File: config.mk
export PLATFORM = sky130hd
export DESIGN_NAME = seq_signed_div_flat
export DESIGN_NICKNAME = d
export VERILOG_FILES = /design/src/rtl/seq_signed_div_pkg.sv /design/src/rtl/seq_signed_div_if.sv /design/src/rtl/seq_signed_div_step.sv /design/src/rtl/seq_signed_div.sv /design/src/flat_wrapper.sv
export SDC_FILE = /design/constraint.sdc
export NUM_CORES = 1
export LEC_CHECK = 0
export ABC_AREA = 1
export BUFFER_PORTS_ARGS = -buffer_cell sky130_fd_sc_hd__buf_2
export CORE_ASPECT_RATIO = 1.25
export CORE_MARGIN = 4
export CORE_UTILIZATION = 63
export DETAILED_ROUTE_END_ITERATION = 8
export PLACE_DENSITY = 0.88
export SLEW_MARGIN = 20
export SYNTH_ARGS = -nofsm -noshare
export SYNTH_HDL_FRONTEND = slang
export SYNTH_SLANG_ARGS = --single-unit
File: constraint.sdc
create_clock -name clk -period 5.05 [get_ports clk]
set_input_delay 0.2525 -clock clk [delete_from_list [all_inputs] [get_ports clk]]
set_output_delay 0.2525 -clock clk [all_outputs]
set_load 0.02 [all_outputs]
File: src/rtl/seq_signed_div_pkg.sv
// Shared types and constants for the sequential signed divider.
package div_pkg;
  localparam int DIV_DW_N  = 16;
  localparam int DIV_DW_D  = 8;
  localparam int DIV_CNT_W = 5;

  // Quotient returned for a zero divisor, chosen by dividend sign
  localparam logic [DIV_DW_N-1:0] DIV_Q_POS_SAT = 16'h7FFF;
  localparam logic [DIV_DW_N-1:0] DIV_Q_NEG_SAT = 16'h8000;

  typedef enum logic [1:0] {IDLE, CALC, SIGN, DONE} div_state_t;
endpackage

File: src/rtl/seq_signed_div_if.sv
// Start/done handshake and operand/result bundle for seq_signed_div.
interface seq_signed_div_if #(parameter int DW_N = 16, parameter int DW_D = 8);
  logic                   start;
  logic signed [DW_N-1:0] dividend;
  logic signed [DW_D-1:0] divisor;
  logic                   busy;
  logic                   done;
  logic signed [DW_N-1:0] quotient;
  logic signed [DW_D-1:0] remainder;
  logic                   div_by_zero;
  logic                   ovf;

  modport master (output start, dividend, divisor,
                  input  busy, done, quotient, remainder, div_by_zero, ovf);
  modport slave  (input  start, dividend, divisor,
                  output busy, done, quotient, remainder, div_by_zero, ovf);
endinterface

File: src/rtl/seq_signed_div_step.sv
// One restoring-division step on unsigned magnitudes.
module div_step #(parameter int DW_D = 8) (
  input  logic [DW_D-1:0] rem_i,
  input  logic            bit_i,
  input  logic [DW_D-1:0] dmag,
  output logic [DW_D-1:0] rem_o,
  output logic            q_o
);
  // Shifted partial remainder needs one extra bit before the trial subtract
  logic [DW_D:0] sh;

  assign sh    = {rem_i, bit_i};
  assign q_o   = (sh >= {1'b0, dmag});
  assign rem_o = q_o ? DW_D'(sh - {1'b0, dmag}) : sh[DW_D-1:0];
endmodule

File: src/rtl/seq_signed_div.sv
// Multi-cycle signed divider, one quotient bit per clock, C truncation semantics.
// Build option: SEQ_DIV_ZERO_FAST_EN returns zero-divide results straight from IDLE.
module seq_signed_div import div_pkg::*; #(
  parameter int DW_N = DIV_DW_N,
  parameter int DW_D = DIV_DW_D
) (
  input logic             clk,
  input logic             rst_n,
  seq_signed_div_if.slave bus
);
  div_state_t            state;
  logic [DIV_CNT_W-1:0]  cnt;
  logic [DW_N-1:0]       nmag;   // dividend magnitude, shifted out as quotient bits shift in
  logic [DW_D-1:0]       dmag, rem, rem_nxt;
  logic                  sn, sd, qbit, zero;
  logic                  busy_r, done_r, dbz_r, ovf_r;
  logic [DW_N-1:0]       q_r;
  logic [DW_D-1:0]       r_r;
  logic [DW_N-1:0]       a_abs;
  logic [DW_D-1:0]       b_abs;

  assign a_abs = bus.dividend[DW_N-1] ? DW_N'(0) - bus.dividend : bus.dividend;
  assign b_abs = bus.divisor[DW_D-1]  ? DW_D'(0) - bus.divisor  : bus.divisor;
  assign zero  = (dmag == '0);

  div_step #(.DW_D(DW_D)) u_step (
    .rem_i(rem), .bit_i(nmag[DW_N-1]), .dmag(dmag), .rem_o(rem_nxt), .q_o(qbit)
  );

  always_ff @(posedge clk or negedge rst_n) begin
    if (!rst_n) begin
      state  <= IDLE;
      cnt    <= '0;
      nmag   <= '0;
      dmag   <= '0;
      rem    <= '0;
      sn     <= 1'b0;
      sd     <= 1'b0;
      busy_r <= 1'b0;
      done_r <= 1'b0;
      dbz_r  <= 1'b0;
      ovf_r  <= 1'b0;
      q_r    <= '0;
      r_r    <= '0;
    end else begin
      done_r <= 1'b0;
      case (state)
        CALC: begin
          rem  <= rem_nxt;
          nmag <= {nmag[DW_N-2:0], qbit};
          cnt  <= cnt + 1'b1;
          if (cnt == DIV_CNT_W'(DW_N-1)) state <= SIGN;
        end
        SIGN: begin
          q_r    <= zero ? (sn ? DIV_Q_NEG_SAT : DIV_Q_POS_SAT)
                         : ((sn ^ sd) ? DW_N'(0) - nmag : nmag);
          r_r    <= zero ? '0 : (sn ? DW_D'(0) - rem : rem);
          dbz_r  <= zero;
          // Only -2^(N-1) / -1 yields a 2^(N-1) quotient magnitude with like signs
          ovf_r  <= !zero && sn && sd && (nmag == {1'b1, {(DW_N-1){1'b0}}});
          done_r <= 1'b1;
          state  <= DONE;
        end
        default: begin
          // DONE falls through to IDLE in the same edge, so a start here is taken
          // and back-to-back divides run every 18 cycles.
          busy_r <= 1'b0;
          state  <= IDLE;
          if (bus.start) begin
            busy_r <= 1'b1;
            sn     <= bus.dividend[DW_N-1];
            sd     <= bus.divisor[DW_D-1];
            nmag   <= a_abs;
            dmag   <= b_abs;
            cnt    <= '0;
            rem    <= '0;
            state  <= CALC;
`ifdef SEQ_DIV_ZERO_FAST_EN
            if (bus.divisor == '0) begin
              q_r    <= bus.dividend[DW_N-1] ? DIV_Q_NEG_SAT : DIV_Q_POS_SAT;
              r_r    <= '0;
              dbz_r  <= 1'b1;
              ovf_r  <= 1'b0;
              done_r <= 1'b1;
              state  <= DONE;
            end
`endif
          end
        end
      endcase
    end
  end

  assign bus.busy        = busy_r;
  assign bus.done        = done_r;
  assign bus.quotient    = q_r;
  assign bus.remainder   = r_r;
  assign bus.div_by_zero = dbz_r;
  assign bus.ovf         = ovf_r;
endmodule

File: src/flat_wrapper.sv
// flat-port wrapper written by rule: the top's interface ports become plain ports
module seq_signed_div_flat import div_pkg::*;
#(
  parameter int DW_N = DIV_DW_N,
  parameter int DW_D = DIV_DW_D
)
  (clk, rst_n, bus_start, bus_dividend, bus_divisor, bus_busy, bus_done, bus_quotient, bus_remainder, bus_div_by_zero, bus_ovf);
  seq_signed_div_if #(.DW_N(DW_N), .DW_D(DW_D)) bus_i ();
  input logic clk;
  input logic rst_n;
  input wire logic [$bits(bus_i.start)-1:0] bus_start;
  input wire logic [$bits(bus_i.dividend)-1:0] bus_dividend;
  input wire logic [$bits(bus_i.divisor)-1:0] bus_divisor;
  output wire logic [$bits(bus_i.busy)-1:0] bus_busy;
  output wire logic [$bits(bus_i.done)-1:0] bus_done;
  output wire logic [$bits(bus_i.quotient)-1:0] bus_quotient;
  output wire logic [$bits(bus_i.remainder)-1:0] bus_remainder;
  output wire logic [$bits(bus_i.div_by_zero)-1:0] bus_div_by_zero;
  output wire logic [$bits(bus_i.ovf)-1:0] bus_ovf;
  assign bus_i.start = bus_start;
  assign bus_i.dividend = bus_dividend;
  assign bus_i.divisor = bus_divisor;
  assign bus_busy = bus_i.busy;
  assign bus_done = bus_i.done;
  assign bus_quotient = bus_i.quotient;
  assign bus_remainder = bus_i.remainder;
  assign bus_div_by_zero = bus_i.div_by_zero;
  assign bus_ovf = bus_i.ovf;
  seq_signed_div #(.DW_N(DW_N), .DW_D(DW_D)) u_core (.clk(clk), .rst_n(rst_n), .bus(bus_i));
endmodule
Yosys cells after proc, flatten, opt, wreduce, memory -nomap -nowiden
Index checks and enable logic that the tools add are counted.
{"block": "totals", "reg_bits": 69, "latchBits": 0, "mem_bits_rw": 0, "romBits": 0, "wordCells": 56, "memories": 0}
{"block": "op_classes", "addsub": 6, "multipliers": 0, "div_mod_pow": 0, "magnitude_cmp": 1, "eq_ne": 5, "shifts": 0, "n_mux": 19, "bitwise": 3, "reduce_logical": 9}
{"operator": "$mux W16", "n": 5}
{"operator": "$mux W8", "n": 5}
{"operator": "$pmux W16 S2", "n": 1}
{"operator": "$sub A1 B16 Y16 const A", "n": 2}
{"operator": "$eq A16 B16 Y1 const B", "n": 1}
{"operator": "$pmux W8 S2", "n": 1}
{"operator": "$sub A1 B8 Y8 const A", "n": 2}
{"operator": "$pmux W5 S2", "n": 1}
{"operator": "$ge A9 B8 Y1", "n": 1}
{"operator": "$logic_not A8 Y1", "n": 1}
{"operator": "$sub A8 B8 Y8", "n": 1}
{"operator": "$add A5 B1 Y5 const B", "n": 1}
{"operator": "$eq A5 B4 Y1 const B", "n": 1}
{"operator": "$mux W5", "n": 1}
{"operator": "$pmux W2 S2", "n": 1}
{"operator": "$reduce_and A2 Y1", "n": 2}
{"operator": "$logic_and A1 B1 Y1", "n": 3}
{"operator": "$mux W1", "n": 3}
{"operator": "$eq A2 B1 Y1 const B", "n": 1}
{"operator": "$eq A2 B2 Y1 const B", "n": 1}
{"operator": "$mux W2", "n": 1}
{"operator": "$ne A2 B1 Y1 const B", "n": 1}
{"operator": "$not A1 Y1", "n": 2}
{"operator": "$reduce_bool A2 Y1", "n": 1}
{"operator": "other kinds (3)", "n": 3}

Depth between registers and ports, before layout
Gate-level depths: netlist (run 1).
{"block": "depth", "ltp_word": 5, "mapped_depth": 13, "depth_no_buf": 13}

By module
A second synthesis (run 1) with hierarchy kept.
{"block": "hier_totals", "cells_unflattened": 641, "hier_area_um2": 4674.5}
{"mod": "seq_signed_div", "instances": 1, "cells_per_inst": 532, "area_per_inst_um2": 4020.1, "seq_area_each_um2": 1726.7}
{"mod": "div_step", "instances": 1, "cells_per_inst": 109, "area_per_inst_um2": 654.4, "seq_area_each_um2": 0.0}

Least setup slack after synthesis (run 1)
Ideal clock, no wire load.
{"block": "synth_timing", "kind": "register to register", "start": "register u_core.nmag[15]", "end": "register u_core.rem[6]", "setup_ns": 0.117, "arrival_time_ns": 1.561, "required_time_ns": 4.933, "path_slack_ns": 3.371, "stages_incl_launch_ff": 13, "period_less_slack_ns": 1.679, "path_cell_list": "dfrtp_1 > inv_1 > ha_1 > inv_1 > fa_1 > nand3_1 > nand2_1 > nand2_1 > nand3b_1 > nand2_1 > nand2_1 > nand3_1 > nand2_1"}
{"block": "synth_between", "elab_chain_len": 3, "word_cells_on_any_way": 4}
{"element": "start, declared", "line": "seq_signed_div.sv:13", "rtl": "logic [DW_N-1:0] nmag;"}
{"element": "start signal, assigned", "line": "seq_signed_div.sv:50", "rtl": "nmag <= {nmag[DW_N-2:0], qbit};"}
{"element": "start signal, assigned", "line": "seq_signed_div.sv:73", "rtl": "nmag <= a_abs;"}
{"element": "$sub A8 B8 Y8 or $ge A9 B8 Y1 (tied branches)", "line": "seq_signed_div_step.sv:14, seq_signed_div_step.sv:13"}
{"element": "$mux W8 (*)", "line": "seq_signed_div_step.sv:14", "rtl": "assign rem_o = q_o ? DW_D'(sh - {1'b0, dmag}) : sh[DW_D-1:0];"}
{"element": "$pmux W8 S2 (*)", "line": "seq_signed_div.sv:47", "rtl": "case (state)"}
{"element": "end signal, assigned", "line": "seq_signed_div.sv:49", "rtl": "rem <= rem_nxt;"}
{"element": "end, declared", "line": "seq_signed_div.sv:14", "rtl": "logic [DW_D-1:0] dmag, rem, rem_nxt;"}
Every way passes the cells marked *; elsewhere a longest branch is shown, timed or not.
A chain may end at the register's enable or synchronous reset.

Final worst setup path (run 1)
{"block": "layout_timing", "start": "register u_core.state[0]", "end": "register u_core.nmag[7]"}
{"block": "layout_between", "elab_chain_len": 3, "word_cells_on_any_way": 6}
{"element": "start, declared", "line": "seq_signed_div.sv:11", "rtl": "div_state_t state;"}
{"element": "start signal, assigned", "line": "seq_signed_div.sv:32", "rtl": "state <= IDLE;"}
{"element": "start signal, assigned", "line": "seq_signed_div.sv:52", "rtl": "if (cnt == DIV_CNT_W'(DW_N-1)) state <= SIGN;"}
{"element": "start signal, assigned", "line": "seq_signed_div.sv:62", "rtl": "state <= DONE;"}
{"element": "$eq A2 B1 Y1 or $eq A2 B2 Y1 (tied branches)", "line": "seq_signed_div.sv:47"}
{"element": "$reduce_bool A2 Y1 (no source line) or $not A1 Y1 (tied branches)"}
{"element": "$reduce_and A2 Y1 (no source line)"}
Parallel ways exist; a longest one is shown, timed or not.

==> results.json, run 1 <==
{
  "status": "finished clean",
  "max_cap_violations": 0,
  "seq_area_mm2": 0.00173,
  "first_pass_iters": 5,
  "path_class": "reg -> reg",
  "vias_per_cell": 5.56,
  "reg2reg_depth": 6,
  "dp_hpwl_mm": 7.86,
  "drive_gt1_frac": 0.131,
  "cp_slowest_cell": "nor2_1",
  "tns_ps": 0,
  "vias": 4216,
  "clock-sinks": 69,
  "yosysTopAreaCellShare": 0.390,
  "grt_antenna_before_repair": 0,
  "drcViolationCount": 0,
  "h-tree-depth": 3,
  "cpPeakStageDelay_ps": 650,
  "start_util": 0.662,
  "rsz0062_at_grt": "no",
  "crit_required_ps": 5290,
  "synth_area_mm2": 0.00443,
  "ys_seq_area_frac": 0.390,
  "die_h_um": 102,
  "die_area_mm2": 0.00845,
  "irDropWorstVdd_uv": 419,
  "core_mm2": 0.00669,
  "r2r-start": "u_core.state[0]$_DFFE_PN0P_",
  "cts_resized": 0,
  "p_per_area_mw_per_mm2": 652,
  "area_delta_synth_final_pct": 10.9,
  "hold_buffers": 0,
  "grt_pass1_vias": 4005,
  "syn-mean-instance-area_um2": 7.23,
  "relSlewSlack": 0.419,
  "end_kind": "register",
  "synth_area_leaders": "dfrtp_1 (39%), nand2_1 (16%), nand3_1 (7.0%)",
  "worst_pin_slew_ps": 872,
  "r2r-end": "u_core.nmag[7]$_DFFE_PN0P_",
  "numCtsBuffers": 9,
  "drt_iter0_markers": 300,
  "whs_ps": 88.0,
  "placementRows": 33,
  "fin_crit_ps": 2100,
  "path_common_cell": "inv_1",
  "n_antenna_cell": 0,
  "grt-ovfl-total": 0,
  "rrSetupSlack_ps": 2950,
  "synth.largest_area_cell": "dfrtp_1",
  "setup_viol": 0,
  "synth.distinct_cells": 39,
  "ys_warn_count": 0,
  "drv_slew": 0,
  "grt_start_max_net_pins": 70,
  "nets": 710,
  "grt_first_pass_wirelength_mm": 17.9,
  "synth_seq_cells": 69,
  "fp.dieW_um": 83.0,
  "place.gp.congestion": 0.924,
  "clock_path_buffers": 2,
  "finClkSkew_ps": 8.74,
  "synth_nets": 657,
  "multiInputGateArea_mm2": 0.00233,
  "cts-root-buf": "clkbuf_8",
  "track_usage": 0.256,
  "clkLatencyLatePin_ps": 340,
  "p_leak_nw": 2.63,
  "hold_path.class": "in -> async",
  "postCtsSetupBuffers": 0,
  "worst_ep_arrival_time_ps": 2340,
  "wire_per_inst_um": 13.8,
  "ant_nets": 0,
  "hold_violations": 0,
  "fmax_ghz": 0.476,
  "period_share": 0.416,
  "num_io_pins": 55,
  "syn_inst": 613,
  "cts_tree": "built",
  "portBuffers": 54,
  "start_kind": "register",
  "clk_pin_slew_ps": 70,
  "cp_max_fo": 14,
  "cp_cell_sequence": "inv_1 -> ha_1 -> nor2_1 -> buf_4 -> inv_1 -> o221ai_1",
  "fillers": 574,
  "drt_wl_total_mm": 10.5
}
-- synth_stat cells (all sizes together) --
| cell type | number |
|---|---|
| a21oi | 22 |
| a22oi | 13 |
| a31oi | 1 |
| and2 | 1 |
| buf | 9 |
| clkbuf | 5 |
| dfrtp | 69 |
| fa | 1 |
| ha | 16 |
| inv | 78 |
| nand2 | 191 |
| nand3 | 64 |
| nand3b | 2 |
| nand4 | 9 |
| nor2 | 48 |
| nor3 | 6 |
| o211ai | 5 |
| o21ai | 44 |
| o21bai | 2 |
| o221ai | 3 |
| o22ai | 1 |
| o31ai | 2 |
| o41ai | 1 |
| or2 | 3 |
| xnor2 | 3 |
| xor2 | 14 |
-- per-layer routing --
layer  track usage  vias up  routed length, µm
met5             0        -                  0
met4        0.0893        0                170
met3        0.0399       18                546
met2         0.430      140               4990
met1         0.340     1957               4790
li1              -     2101                  -
-- cells in the final DEF, fill, tap and decap left out, drive strengths merged --
cell	n
clkbuf	15
o21bai	2
inv	78
nand2	191
or2	3
fa	1
xor2	14
nor3	6
xnor2	3
o221ai	3
nand3	64
a31oi	1
dfrtp	69
o41ai	1
nand4	9
buf	56
o22ai	1
o211ai	5
a22oi	13
o21ai	44
a21oi	22
o31ai	2
ha	16
nor2	48
and2	1
nand3b	2
clkinv	1
-- state kept, by name, summed over array words and instances (netlist names) --
name / cells
u_core.rem: 8
u_core.sn: 1
u_core.bus.busy: 1
u_core.cnt: 5
u_core.bus.quotient: 16
u_core.bus.remainder: 8
u_core.sd: 1
u_core.dmag: 8
u_core.nmag: 16
u_core.bus.done: 1
u_core.bus.div_by_zero: 1
u_core.state: 2
u_core.bus.ovf: 1
-- critical path: cells and delay by family, from the launching register on --
kind,cells,cell delay (ps)
flip-flops,1,350
adder cells (fa/ha/maj),1,310
AO/OA/AOI/OAI,1,210
AND/OR/NAND/NOR,1,650
buffers and inverters,3,490
-- final cells by class --
cell class              instances  share of cell area
multi-input cells             452               0.474
flip-flops and latches         69               0.352
inverters                      78              0.0596
repair buffers                 56              0.0581
clock buffers                  15              0.0339
well taps                      87              0.0222
clock inverters                 1             0.00102
-- per-stage QoR --
stage	utilization	setup slack [ps]	cells	power [mW]	cell area, µm²
after global placement	0.709	3130	742	2.70	4740
after detailed placement	0.709	3060	742	2.78	4740
after global routing	0.734	2820	758	3.50	4910
after floorplan	-	3370	613	2.35	4430
after CTS	0.734	2980	758	3.19	4910
final	0.734	2950	758	3.20	4910
-- cell families after synthesis --
family | after synthesis | synth area share
adder cells (fa/ha/maj) | 17 | 0.0497
buffers and inverters | 92 | 0.0850
AND/OR/NAND/NOR | 324 | 0.318
XOR/XNOR | 17 | 0.0336
flip-flops | 69 | 0.390
AO/OA/AOI/OAI | 94 | 0.124
-- worst max path at each step --
stage | from | end | slack, ps | cells after the start
after floorplan | u_core.nmag[15]$_DFFE_PN0P_ | u_core.rem[6]$_DFFE_PN0P_ | 3370 | 12
after global placement | u_core.state[0]$_DFFE_PN0P_ | u_core.nmag[7]$_DFFE_PN0P_ | 3130 | 6
after detailed placement | u_core.state[0]$_DFFE_PN0P_ | u_core.nmag[7]$_DFFE_PN0P_ | 3060 | 6
after CTS | u_core.state[0]$_DFFE_PN0P_ | u_core.nmag[7]$_DFFE_PN0P_ | 2980 | 6
after global routing | u_core.state[0]$_DFFE_PN0P_ | u_core.bus.quotient[11]$_DFFE_PN0P_ | 2820 | 8
final | u_core.state[0]$_DFFE_PN0P_ | u_core.nmag[7]$_DFFE_PN0P_ | 2950 | 6
-- where the power goes --
group	internal (mW)	total, mW	switching [mW]
clock	0.205	0.395	0.190
combinational	0.618	1.80	1.18
sequential	0.793	1.01	0.215
total	1.62	3.20	1.58
Power figures use the tool's default switching activity.
==> run 2: changes to the inputs <==
--- a/config.mk
+++ b/config.mk
@@ -9,9 +9,9 @@
 export BUFFER_PORTS_ARGS = -buffer_cell sky130_fd_sc_hd__buf_2
 export CORE_ASPECT_RATIO = 1.25
 export CORE_MARGIN = 4
-export CORE_UTILIZATION = 63
+export CORE_UTILIZATION = 59
 export DETAILED_ROUTE_END_ITERATION = 8
-export PLACE_DENSITY = 0.88
+export PLACE_DENSITY = 0.83
 export SLEW_MARGIN = 20
 export SYNTH_ARGS = -nofsm -noshare
 export SYNTH_HDL_FRONTEND = slang
==> constraint.sdc (replaced) <==
create_clock -name clk -period 2 [get_ports clk]
set_input_delay 0.1 -clock clk [delete_from_list [all_inputs] [get_ports clk]]
set_output_delay 0.1 -clock clk [all_outputs]
set_load 0.02 [all_outputs]
==> run 2 against run 1 <==
Setup slack worse by 2800 ps. Die area grew 6.2%. Clock skew grew 2.0 ps. Highest routed layer unchanged.
==> results.json, run 2 (same netlist as run 1, synthesis figures left out) <==
{
  "placementRows": 35,
  "cp_cell_sequence": "inv_1 -> ha_1 -> nand2_1 -> inv_1 -> nand2_1 -> o41ai_2 -> dlygate4sd3_1",
  "max_cap_violations": 0,
  "place_inst": 752,
  "grt-ovfl-total": 0,
  "hold_path.class": "in -> reg",
  "reg2reg_depth": 7,
  "grt_first_pass_wirelength_mm": 17.9,
  "drv_slew": 0,
  "first_pass_iters": 5,
  "grt_pass1_vias": 4013,
  "r2r-start": "u_core.state[0]$_DFFE_PN0P_",
  "hold_end": "u_core.nmag[12]$_DFFE_PN0P_",
  "start_util": 0.602,
  "worst_pin_slew_ps": 727,
  "drt_iter0_markers": 256,
  "p_comb_frac": 0.547,
  "clkPwrFrac": 0.155,
  "hp-start": "bus_dividend[12]",
  "r2r-end": "u_core.dmag[7]$_DFFE_PN0P_",
  "cts-root-buf": "clkbuf_8",
  "place.gp.congestion": 0.935,
  "setup_viol": 0,
  "die_area_mm2": 0.00897,
  "fp.dieW_um": 85.5,
  "final_common_cell": "nand2_1",
  "start_kind": "register",
  "cp_slowest_cell": "dlygate4sd3_1",
  "fmax_ghz": 0.530,
  "finalNonFillerCells": 771,
  "netSwitchingPower_mw": 4.01,
  "ant_nets": 0,
  "rsz0062_at_grt": "no",
  "clk_pin_slew_ps": 70,
  "finClkSkew_ps": 10.7,
  "clock-sinks": 69,
  "drcViolationCount": 0,
  "relSlewSlack": 0.515,
  "path_class": "reg -> reg",
  "p_per_area_mw_per_mm2": 1660,
  "hold_violations": 0,
  "num_io_pins": 55,
  "status": "finished clean",
  "fin_crit_ps": 1890,
  "p_leak_nw": 2.71,
  "period_share": 0.944,
  "p_int_mw": 4.42,
  "cp_max_fo": 3,
  "tns_ps": 0,
  "wire_per_inst_um": 13.5,
  "seq_area_mm2": 0.00173,
  "portBuffers": 54,
  "rrSetupSlack_ps": 110,
  "pwr-share-seq": 0.298,
  "swShare": 0.475,
  "h-tree-depth": 3,
  "whs_ps": 23.4,
  "vias_per_cell": 5.54,
  "drt_wl_total_mm": 10.4,
  "cpPeakStageDelay_ps": 590,
  "drive_gt1_frac": 0.143,
  "end_kind": "register",
  "n_antenna_cell": 0,
  "nets": 718,
  "numCtsBuffers": 9,
  "track_usage": 0.244,
  "crit_required_ps": 2290,
  "power_mw": 8.43,
  "vias": 4269,
  "mostFrequentLayoutCells": "nand2_1 (190), inv_1 (72), dfrtp_1 (69), nand3_1 (62), buf_2 (54)",
  "fillers": 629,
  "worst_ep_arrival_time_ps": 2170,
  "cts_tree": "built",
  "hold_depth": 4,
  "irDropWorstVdd_uv": 997,
  "dp_hpwl_mm": 7.91,
  "core_mm2": 0.00736,
  "clock_path_buffers": 2,
  "grt_antenna_before_repair": 0,
  "fin_area_mm2": 0.00507,
  "die_h_um": 105,
  "area_delta_synth_final_pct": 14.5,
  "place_area_mm2": 0.00480,
  "grt_start_max_net_pins": 39,
  "clkLatencyLatePin_ps": 360,
  "multiInputGateArea_mm2": 0.00235
}
run 2: cell count changes in the layout (fill, tap and decap cells not counted), moves of 2 or more:
cell and change:
clkbuf_1 -2, dlygate4sd3_1 +3, bufinv_16 +2, buf_4 +4
run 2: worst max-delay path, delay by kind of cell (launching register included):
kind / cells / cell delay [ps]
flip-flops: 1 / 360
AO/OA/AOI/OAI: 1 / 280
adder cells (fa/ha/maj): 1 / 290
buffers and inverters: 3 / 740
AND/OR/NAND/NOR: 2 / 150
run 2: what timing repair did:
item                                    4_1_cts  5_1_grt
gates resized for setup                       0        3
endpoints found under the setup margin        0        2
hold endpoints to repair                     32        0
hold buffers                                  3        0
buffers inserted                              0        0
run 2: how the worst max path moves through the flow:
| stage | slack [ps] | from | cells past startpoint | to |
|---|---|---|---|---|
| floorplan | 320 | u_core.nmag[15]$_DFFE_PN0P_ | 12 | u_core.rem[6]$_DFFE_PN0P_ |
| global placement | 170 | u_core.rem[3]$_DFFE_PN0P_ | 9 | u_core.rem[7]$_DFFE_PN0P_ |
| finish | 110 | u_core.state[0]$_DFFE_PN0P_ | 7 | u_core.dmag[7]$_DFFE_PN0P_ |
| global route | 30 | u_core.state[0]$_DFFE_PN0P_ | 7 | u_core.dmag[7]$_DFFE_PN0P_ |
| detailed placement | 120 | u_core.rem[3]$_DFFE_PN0P_ | 9 | u_core.rem[7]$_DFFE_PN0P_ |
| CTS | 90 | u_core.rem[3]$_DFFE_PN0P_ | 9 | u_core.rem[7]$_DFFE_PN0P_ |
run 2: per-layer routing:
metal,wire length [µm],track usage
met1,4500,0.320
met4,196,0.0769
met2,5020,0.407
met3,662,0.0418
met5,0,0
run 2: power by group through the flow:
stage	combinational [mW]	clock, mW	sequential, mW
6_report	4.62	1.30	2.51
5_1_grt	5.25	1.37	2.61
4_1_cts	4.60	1.31	2.51
3_5_place_dp	4.56	0	2.53
3_3_place_gp	4.47	0	2.49
2_1_floorplan	3.24	0	2.70
run 2: final cells by class:
type	instances	share of cell area
sequential	69	0.340
multi-input combinational	452	0.463
clock buffer	13	0.0313
clock inverter	3	0.0133
tap	92	0.0227
timing repair buffer	64	0.0720
inverter	78	0.0577
run 2: stage by stage:
stage	util	setup WS (ps)
2_1_floorplan	-	321
3_3_place_gp	0.652	174
3_5_place_dp	0.652	123
4_1_cts	0.687	91.3
5_1_grt	0.690	27.7
6_report	0.690	113
